==> src/rtl/fetch_stage_pkg.sv <==
// Shared definitions for the RV32I fetch stage: widths, FSM encodings and constants.
`ifndef I_WIDTH
`define I_WIDTH 32
`endif
`ifndef I_ADD_SIZE
`define I_ADD_SIZE 32
`endif

package fetch_stage_pkg;

  localparam int I_WIDTH    = `I_WIDTH;
  localparam int I_ADD_SIZE = `I_ADD_SIZE;

  localparam logic [1:0] ST_BOOT = 2'd0;
  localparam logic [1:0] ST_RUN  = 2'd1;
  localparam logic [1:0] ST_HALT = 2'd2;

  // addi x0,x0,0
  localparam logic [31:0] NOP_INSTR        = 32'h0000_0013;
  localparam logic [31:0] DEFAULT_RESET_PC = 32'h0000_0000;

  function automatic logic is_word_aligned(input logic [1:0] lsb);
    return (lsb == 2'b00);
  endfunction

endpackage

==> src/rtl/fetch_stage_if.sv <==
// Bundle of hazard/redirect controls, instruction-memory port and IF/ID outputs.
interface fetch_stage_if #(
  parameter int ADD_SIZE = 32,
  parameter int WIDTH    = 32
);
  logic                i_stall;
  logic                i_flush;
  logic                i_redirect;
  logic [ADD_SIZE-1:0] i_redirect_pc;
  logic [ADD_SIZE-1:0] o_imem_add;
  logic [WIDTH-1:0]    i_imem_instr;
  logic [WIDTH-1:0]    o_id_instr;
  logic [ADD_SIZE-1:0] o_id_pc;
  logic [ADD_SIZE-1:0] o_id_pc_plus4;
  logic                o_id_valid;
  logic                o_fetch_fault;
  logic [31:0]         o_fetch_count;

  modport master (
    output i_stall, i_flush, i_redirect, i_redirect_pc, i_imem_instr,
    input  o_imem_add, o_id_instr, o_id_pc, o_id_pc_plus4, o_id_valid,
           o_fetch_fault, o_fetch_count
  );

  modport slave (
    input  i_stall, i_flush, i_redirect, i_redirect_pc, i_imem_instr,
    output o_imem_add, o_id_instr, o_id_pc, o_id_pc_plus4, o_id_valid,
           o_fetch_fault, o_fetch_count
  );
endinterface

==> src/rtl/fetch_stage_if_id_reg.sv <==
// IF/ID pipeline register: bubble beats load; with neither asserted all fields hold.
module fetch_stage_if_id_reg #(
  parameter int                ADD_SIZE = 32,
  parameter int                WIDTH    = 32,
  parameter logic [WIDTH-1:0]  NOP      = 32'h0000_0013
) (
  input  logic                clk_i,
  input  logic                rst_ni,
  input  logic                load_i,
  input  logic                bubble_i,
  input  logic [WIDTH-1:0]    instr_i,
  input  logic [ADD_SIZE-1:0] pc_i,
  input  logic [ADD_SIZE-1:0] pc_plus4_i,
  output logic [WIDTH-1:0]    instr_o,
  output logic [ADD_SIZE-1:0] pc_o,
  output logic [ADD_SIZE-1:0] pc_plus4_o,
  output logic                valid_o
);

  logic [WIDTH-1:0]    instr_q,    instr_d;
  logic [ADD_SIZE-1:0] pc_q,       pc_d;
  logic [ADD_SIZE-1:0] pc_plus4_q, pc_plus4_d;
  logic                valid_q,    valid_d;

  always_comb begin
    instr_d    = instr_q;
    pc_d       = pc_q;
    pc_plus4_d = pc_plus4_q;
    valid_d    = valid_q;
    if (bubble_i) begin
      instr_d    = NOP;
      pc_d       = pc_i;
      pc_plus4_d = pc_plus4_i;
      valid_d    = 1'b0;
    end else if (load_i) begin
      instr_d    = instr_i;
      pc_d       = pc_i;
      pc_plus4_d = pc_plus4_i;
      valid_d    = 1'b1;
    end
  end

  always_ff @(posedge clk_i) begin
    if (!rst_ni) begin
      instr_q    <= NOP;
      pc_q       <= '0;
      pc_plus4_q <= '0;
      valid_q    <= 1'b0;
    end else begin
      instr_q    <= instr_d;
      pc_q       <= pc_d;
      pc_plus4_q <= pc_plus4_d;
      valid_q    <= valid_d;
    end
  end

  assign instr_o    = instr_q;
  assign pc_o       = pc_q;
  assign pc_plus4_o = pc_plus4_q;
  assign valid_o    = valid_q;

endmodule

==> src/rtl/fetch_stage.sv <==
// RV32I IF stage: PC register, next-PC selection, boot/run/halt FSM and fetch counter.
module fetch_stage
  import fetch_stage_pkg::*;
#(
  parameter int                   ADD_SIZE = I_ADD_SIZE,
  parameter int                   WIDTH    = I_WIDTH,
  parameter logic [ADD_SIZE-1:0]  RESET_PC = DEFAULT_RESET_PC,
  parameter logic [WIDTH-1:0]     NOP      = NOP_INSTR
) (
  input logic           i_clk,
  input logic           i_rst_n,
  fetch_stage_if.slave  bus
);

  logic [1:0]          state_q, state_d;
  logic [ADD_SIZE-1:0] pc_q,    pc_d;
  logic                fault_q, fault_d;
  logic [31:0]         count_q, count_d;
  logic [ADD_SIZE-1:0] pc_plus4;
  logic                id_load;
  logic                id_bubble;

  assign pc_plus4 = pc_q + ADD_SIZE'(4);

  always_comb begin
    state_d   = state_q;
    pc_d      = pc_q;
    fault_d   = fault_q;
    count_d   = count_q;
    id_load   = 1'b0;
    id_bubble = 1'b0;
    case (state_q)
      ST_BOOT: state_d = ST_RUN;
      ST_RUN: begin
        if (bus.i_redirect) begin
          id_bubble = 1'b1;
          if (is_word_aligned(bus.i_redirect_pc[1:0])) begin
            pc_d = bus.i_redirect_pc;
          end else begin
            // Misaligned target: keep the PC so the faulting context stays visible.
            state_d = ST_HALT;
            fault_d = 1'b1;
          end
        end else begin
          if (bus.i_flush) begin
            id_bubble = 1'b1;
          end else if (!bus.i_stall) begin
            id_load = 1'b1;
            count_d = count_q + 32'd1;
          end
          if (!bus.i_stall) begin
            pc_d = pc_plus4;
          end
        end
      end
      ST_HALT: id_bubble = 1'b1;
      default: state_d = ST_BOOT;
    endcase
  end

  always_ff @(posedge i_clk) begin
    if (!i_rst_n) begin
      state_q <= ST_BOOT;
      pc_q    <= RESET_PC;
      fault_q <= 1'b0;
      count_q <= 32'd0;
    end else begin
      state_q <= state_d;
      pc_q    <= pc_d;
      fault_q <= fault_d;
      count_q <= count_d;
    end
  end

  fetch_stage_if_id_reg #(
    .ADD_SIZE (ADD_SIZE),
    .WIDTH    (WIDTH),
    .NOP      (NOP)
  ) u_if_id_reg (
    .clk_i      (i_clk),
    .rst_ni     (i_rst_n),
    .load_i     (id_load),
    .bubble_i   (id_bubble),
    .instr_i    (bus.i_imem_instr),
    .pc_i       (pc_q),
    .pc_plus4_i (pc_plus4),
    .instr_o    (bus.o_id_instr),
    .pc_o       (bus.o_id_pc),
    .pc_plus4_o (bus.o_id_pc_plus4),
    .valid_o    (bus.o_id_valid)
  );

  assign bus.o_imem_add    = pc_q;
  assign bus.o_fetch_fault = fault_q;
  assign bus.o_fetch_count = count_q;

endmodule

==> src/flat_wrapper.sv <==
// flat-port wrapper written by rule: the top's interface ports become plain ports
module fetch_stage_flat import fetch_stage_pkg::*;
#(
  parameter int                   ADD_SIZE = I_ADD_SIZE,
  parameter int                   WIDTH    = I_WIDTH,
  parameter logic [ADD_SIZE-1:0]  RESET_PC = DEFAULT_RESET_PC,
  parameter logic [WIDTH-1:0]     NOP      = NOP_INSTR
)
  (i_clk, i_rst_n, bus_i_stall, bus_i_flush, bus_i_redirect, bus_i_redirect_pc, bus_i_imem_instr, bus_o_imem_add, bus_o_id_instr, bus_o_id_pc, bus_o_id_pc_plus4, bus_o_id_valid, bus_o_fetch_fault, bus_o_fetch_count);
  fetch_stage_if #(.ADD_SIZE(ADD_SIZE), .WIDTH(WIDTH)) bus_i ();
  input logic i_clk;
  input logic i_rst_n;
  input wire logic [$bits(bus_i.i_stall)-1:0] bus_i_stall;
  input wire logic [$bits(bus_i.i_flush)-1:0] bus_i_flush;
  input wire logic [$bits(bus_i.i_redirect)-1:0] bus_i_redirect;
  input wire logic [$bits(bus_i.i_redirect_pc)-1:0] bus_i_redirect_pc;
  input wire logic [$bits(bus_i.i_imem_instr)-1:0] bus_i_imem_instr;
  output wire logic [$bits(bus_i.o_imem_add)-1:0] bus_o_imem_add;
  output wire logic [$bits(bus_i.o_id_instr)-1:0] bus_o_id_instr;
  output wire logic [$bits(bus_i.o_id_pc)-1:0] bus_o_id_pc;
  output wire logic [$bits(bus_i.o_id_pc_plus4)-1:0] bus_o_id_pc_plus4;
  output wire logic [$bits(bus_i.o_id_valid)-1:0] bus_o_id_valid;
  output wire logic [$bits(bus_i.o_fetch_fault)-1:0] bus_o_fetch_fault;
  output wire logic [$bits(bus_i.o_fetch_count)-1:0] bus_o_fetch_count;
  assign bus_i.i_stall = bus_i_stall;
  assign bus_i.i_flush = bus_i_flush;
  assign bus_i.i_redirect = bus_i_redirect;
  assign bus_i.i_redirect_pc = bus_i_redirect_pc;
  assign bus_i.i_imem_instr = bus_i_imem_instr;
  assign bus_o_imem_add = bus_i.o_imem_add;
  assign bus_o_id_instr = bus_i.o_id_instr;
  assign bus_o_id_pc = bus_i.o_id_pc;
  assign bus_o_id_pc_plus4 = bus_i.o_id_pc_plus4;
  assign bus_o_id_valid = bus_i.o_id_valid;
  assign bus_o_fetch_fault = bus_i.o_fetch_fault;
  assign bus_o_fetch_count = bus_i.o_fetch_count;
  fetch_stage #(.ADD_SIZE(ADD_SIZE), .WIDTH(WIDTH), .RESET_PC(RESET_PC), .NOP(NOP)) u_core (.i_clk(i_clk), .i_rst_n(i_rst_n), .bus(bus_i));
endmodule
==> config.mk <==
export PLATFORM = sky130hd
export DESIGN_NAME = fetch_stage_flat
export DESIGN_NICKNAME = d
export VERILOG_FILES = /design/src/rtl/fetch_stage_pkg.sv /design/src/rtl/fetch_stage_if.sv /design/src/rtl/fetch_stage_if_id_reg.sv /design/src/rtl/fetch_stage.sv /design/src/flat_wrapper.sv
export SDC_FILE = /design/constraint.sdc
export NUM_CORES = 1
export LEC_CHECK = 0
export CORE_MARGIN = 8
export CORE_UTILIZATION = 50
export CTS_BUF_LIST = sky130_fd_sc_hd__clkbuf_2 sky130_fd_sc_hd__clkbuf_4 sky130_fd_sc_hd__clkbuf_8
export DETAILED_ROUTE_END_ITERATION = 7
export DONT_BUFFER_PORTS = 1
export SETUP_SLACK_MARGIN = 0.2
export SYNTH_ARGS = -nofsm -noshare
export SYNTH_HDL_FRONTEND = slang
export SYNTH_SLANG_ARGS = --single-unit
==> constraint.sdc <==
create_clock -name i_clk -period 3.9 [get_ports i_clk]
set_input_delay 0.78 -clock i_clk [delete_from_list [all_inputs] [get_ports i_clk]]
set_output_delay 0.78 -clock i_clk [all_outputs]
set_load 0.01 [all_outputs]
After elaboration in Yosys (flattened, before gate mapping) --
Cells that the tools add are included.
Word-level totals: bits in registers 164, input bits 69, output and inout port bits 162, word-level logic and storage cells 47
Operators by class: add/sub/neg operators 2, equality and inequality tests 6, muxes and demuxes 17, bitwise logic cells 6, reductions and logical operators 8
Operators with widths (count):
- $mux W32 | 7
- $add A32 B1 Y32 const B | 1
- $add A32 B3 Y32 const B | 1
- $reduce_and A3 Y1 | 3
- $mux W1 | 6
- $not A1 Y1 | 6
- $pmux W2 S3 | 1
- $logic_not A2 Y1 | 2
- $mux W2 | 2
- $ne A2 B1 Y1 const B | 2
- $ne A2 B2 Y1 const B | 2
- $reduce_and A4 Y1 | 1
- $eq A2 B1 Y1 const B | 1
- $eq A2 B2 Y1 const B | 1
- $pmux W1 S2 | 1
- $reduce_bool A2 Y1 | 1
- $reduce_or A2 Y1 | 1

Longest topological paths before layout --
depth after elaboration 6, depth in mapped cells 9

Hierarchy --
Synthesis repeated with hierarchy kept, for this count alone.
Second synthesis, totals: cell total of the unflattened synthesis 930, area, all modules 8023.9 µm²
Modules (own cells, without submodules):
- fetch_stage | times used 1, cells each 530, area each 4275.4 µm², seq. area each 1341.3 µm²
- fetch_stage_if_id_reg | times used 1, cells each 400, area each 3748.6 µm², seq. area each 1941.9 µm²

Worst setup path after synthesis --
Ideal clock, no wire load.
path kind in2reg, start point input bus_i_redirect, end point register u_core.count_q[31], in the netlist u_core.bus.o_fetch_count[31], arrival time 2.684 ns, data required time 3.830 ns, setup slack 1.145 ns, cell stages on the path 6, cell sequence buf_4 > nor4b_4 > nand4_4 > or4_4 > or4_1 > a21oi_1
On the way: cells in the longest elaborated chain, start to end 2
RTL lines:
- from (decl) | RTL line flat_wrapper.sv:15 | input wire logic [$bits(bus_i.i_redirect)-1:0] bus_i_redirect;
- $not A1 Y1 (no source line)
- $reduce_and A4 Y1 (no source line)
- to (signal assigned) | RTL line fetch_stage.sv:71 | count_q <= count_d;
- to (decl) | RTL line fetch_stage.sv:18 | logic [31:0] count_q, count_d;
Every way passes these cells. A chain may end at the register's enable or synchronous reset.

Worst setup path in the final report --
start point register u_core.state_q[1], end point register u_core.count_q[31], in the netlist u_core.bus.o_fetch_count[31]
On the way: cells in the longest elaborated chain, start to end 2
RTL lines:
- from (decl) | RTL line fetch_stage.sv:15 | logic [1:0] state_q, state_d;
- from (signal assigned) | RTL line fetch_stage.sv:68 | state_q <= state_d;
- $eq A2 B1 Y1 | RTL line fetch_stage.sv:32 | case (state_q)
- $reduce_and A4 Y1 (no source line)
Every way passes these cells.

==> flow_summary_export.csv <==
group,metric,value,unit
worst_setup_path,crit_fanout,18,
clock_tree,root_buffer,"clkbuf_8",
power_and_ir_drop,power_leakage,0.00249,uW
sta,fmax,0.339,GHz
clock_tree,cts_resized,0,
clock_tree,insertion_delay,0.45,ns
sta,final_max_slew_viol_count,0,
yosys,avgSynthCellArea,7.98,sq um
clock_tree,clkTransAtPathRegs,0.08,ns
yosys,synth_area_leaders,"dfxtp_1, nand2_1, a21oi_1, nor2_1, xnor2_1",
clock_tree,ctsHtreeMaxLevel,4,
yosys,yosysMostFrequentCell,"nand2_1",
worst_setup_path,crit_type,"reg2reg",
detailed_routing,drc,0,
sta,setup_violations,0,
grt,overflow,0,
sta,rsz0062_at_grt,"no",
yosys,synthTopCellsByCount,"nand2_1, dfxtp_1, a21oi_1",
yosys,synthCells,907,
yosys,synth_seq_cells,162,
final_layout,final_cells,1057,
detailed_routing,final_antenna_net_count,0,
die,dieHeight,136,um
yosys,synth_fa_ha_area_share,0.864,%
yosys,synth_top_family_by_area,"simple AND/OR/NAND/NOR gates",
final_layout,drive_above_1_share,5.28,%
worst_setup_path,end_kind,"flop",
placed_design,place_ws,0.929,ns
clock_tree,post_cts_buffers,0,
yosys,ys_warn_count,0,
die,die-area,0.0186,sq mm
detailed_routing,top_layer_used,"met4",
placed_design,dp_cells,1023,
status,status,"finished, final reports clean",
sta,clock_skew,0.0139,ns
grt,grt_max_degree,96,
hold_path,hold_class,"in2reg",
final_layout,final_nets,932,
grt,grtUsageTotal,21.8,%
die,start_util,50.4,%
clock_tree,cts_made_buffers,17,
grt,grt_pass1_wl,32100,um
die,ios,231,
sta,final_hold_viol_count,0,
detailed_routing,dr.pass1.iters,5,
final_layout,area_growth,5.60,%
placed_design,dpl.hpwl,15400,um
detailed_routing,wl_met2,10200,um
yosys,synth_compound_area_share,18.0,%
sta,layout_min_cycle_time,2.95,ns
yosys,async_flop_share,0,%
die,core-area,0.0144,sq mm
sta,fin_ws,0.953,ns
placed_design,io_buffers,0,
yosys,yosys.area_share.xor_xnor,6.29,%
detailed_routing,via_per_inst,6.02,
detailed_routing,vias,6358,
yosys,syn_nets,981,
yosys,ys_seq_area_share,44.8,%
clock_tree,hold_buffers,0,
yosys,netlist_area,0.00724,sq mm
grt,antenna_found_initial,1,
detailed_routing,routedWlPerCell,20.3,um
grt,grt_pass1_vias,5822,
sta,slew_headroom,31.1,%
yosys,yosys.area.top_type,"dfxtp_1",
die,rows,44,
flow_run,maxCapViolations,0,
yosys,yosys.area_share.simple,24.9,%
yosys,synth_top_area_share,44.8,%
power_and_ir_drop,ir_drop,0.000226,V
yosys,ys_types,49,
detailed_routing,drtIter0Drc,483,
power_and_ir_drop,pwr_density_cell,443,mW/mm^2
clock_tree,clockBufferDepth,2,
yosys,synth_mux_area_share,0.708,%
power_and_ir_drop,power,3390,uW
sta,tightest_slew,1.03,ns
clock_tree,cts.sinks,162,
sta,fin_crit_sh,75.6,%
detailed_routing,route.met3.wl,2210,um
yosys,synth-edff-count,0,
worst_setup_path,cp.arrival,3.32,ns
detailed_routing,wl_met1,8630,um
sta,final.setup.tns,0,ns
placed_design,gp_congestion,0.813,
worst_setup_path,critPathRequiredTime,4.27,ns
die,die_width,136,um
yosys,ys.flop_type,"dfxtp_1",
worst_setup_path,startpoint_type,"flop",
detailed_routing,wirelength,21400,um
clock_tree,cts_tree,"done",
==> routing by layer <==
metal / up-vias / global-route usage [%]
li1: 3082 / -
met1: 3003 / 25.3
met3: 34 / 9.13
met2: 239 / 34.9
met4: 0 / 8.91
met5: - / 0
==> cell families (layout without fill, tap and decap cells) <==
logic type      Yosys count  in the layout
compound gates          218            218
xor+xnor                 52             52
fa+ha+maj                 5              5
buf+inv                  80             44
flops                   162            162
mux                       5              5
other cells               0              2
simple gates            385            385
==> state kept, by name (all words and copies together), names as in the netlist <==
name and cells:
u_core.u_if_id_reg.pc_o 32, u_core.bus.o_fetch_count 32, u_core.bus.o_fetch_fault 1, u_core.u_if_id_reg.pc_plus4_o 30
u_core.state_q 2, u_core.u_if_id_reg.valid_o 1, u_core.bus.o_imem_add 32, u_core.u_if_id_reg.instr_o 32
==> cells in the final DEF (no fill, tap or decap), types with 8 or more instances in the layout <==
cell type,Yosys,routed
a211oi_1,16,16
a21oi_1,103,103
a31oi_1,8,8
and3_1,23,23
clkbuf_8,0,20
dfxtp_1,162,162
nand2_1,184,184
nand3_1,27,27
nand4_1,23,23
nor2_1,71,71
nor3_1,9,9
nor4_1,10,10
o21ai_0,39,39
o31ai_1,12,12
or4_1,9,9
xnor2_1,30,30
xor2_1,22,22
==> final timing paths <==
check | start | end | slack [ns] | cells after the start
hold / removal | i_rst_n | u_core.u_if_id_reg.instr_o[1] | 0.40 | 1
setup reg to reg | u_core.state_q[1] | u_core.bus.o_fetch_count[31] | 0.95 | 7
hold reg to reg | u_core.u_if_id_reg.pc_o[3] | u_core.u_if_id_reg.pc_o[3] | 0.51 | 2
setup / recovery | u_core.state_q[1] | u_core.bus.o_fetch_count[31] | 0.95 | 7
==> layout make-up <==
cell class	count	area [sq um]
clock inverter	9	105
fill	1383	6720
clock buffer	23	298
tap	184	230
antenna	2	5.00
multi-input combinational	665	3700
inverter	6	23.8
timing repair buffer	6	45.0
sequential	162	3240
==> worst max-delay path, cell delays in order (launching register included) <==
cell     delay [ns]
dfxtp_1        0.32
inv_1          0.09
ha_1           0.45
nor4b_4        0.41
nand4_4        0.30
or4_4          0.65
or4_1          0.52
a21oi_1        0.15
==> where the power goes <==
| group | leakage [uW] | internal (uW) | switching, uW |
|---|---|---|---|
| clock | 0.000210 | 639 | 605 |
| combinational | 0.000975 | 97.9 | 203 |
| sequential | 0.00131 | 1730 | 115 |
| total | 0.00249 | 2470 | 923 |
==> through the flow <==
stage / instance area (sq um) / hold slack (ns) / util, %
global route: 7640 / 0.371 / 53.2
CTS: 7640 / 0.374 / 53.2
floorplan: 7240 / 0.445 / -
finish: 7650 / 0.404 / 53.2
global placement: 7240 / 0.496 / 50.4
detailed placement: 7240 / 0.499 / 50.4
No activity file was read; power rests on OpenSTA's default activity.
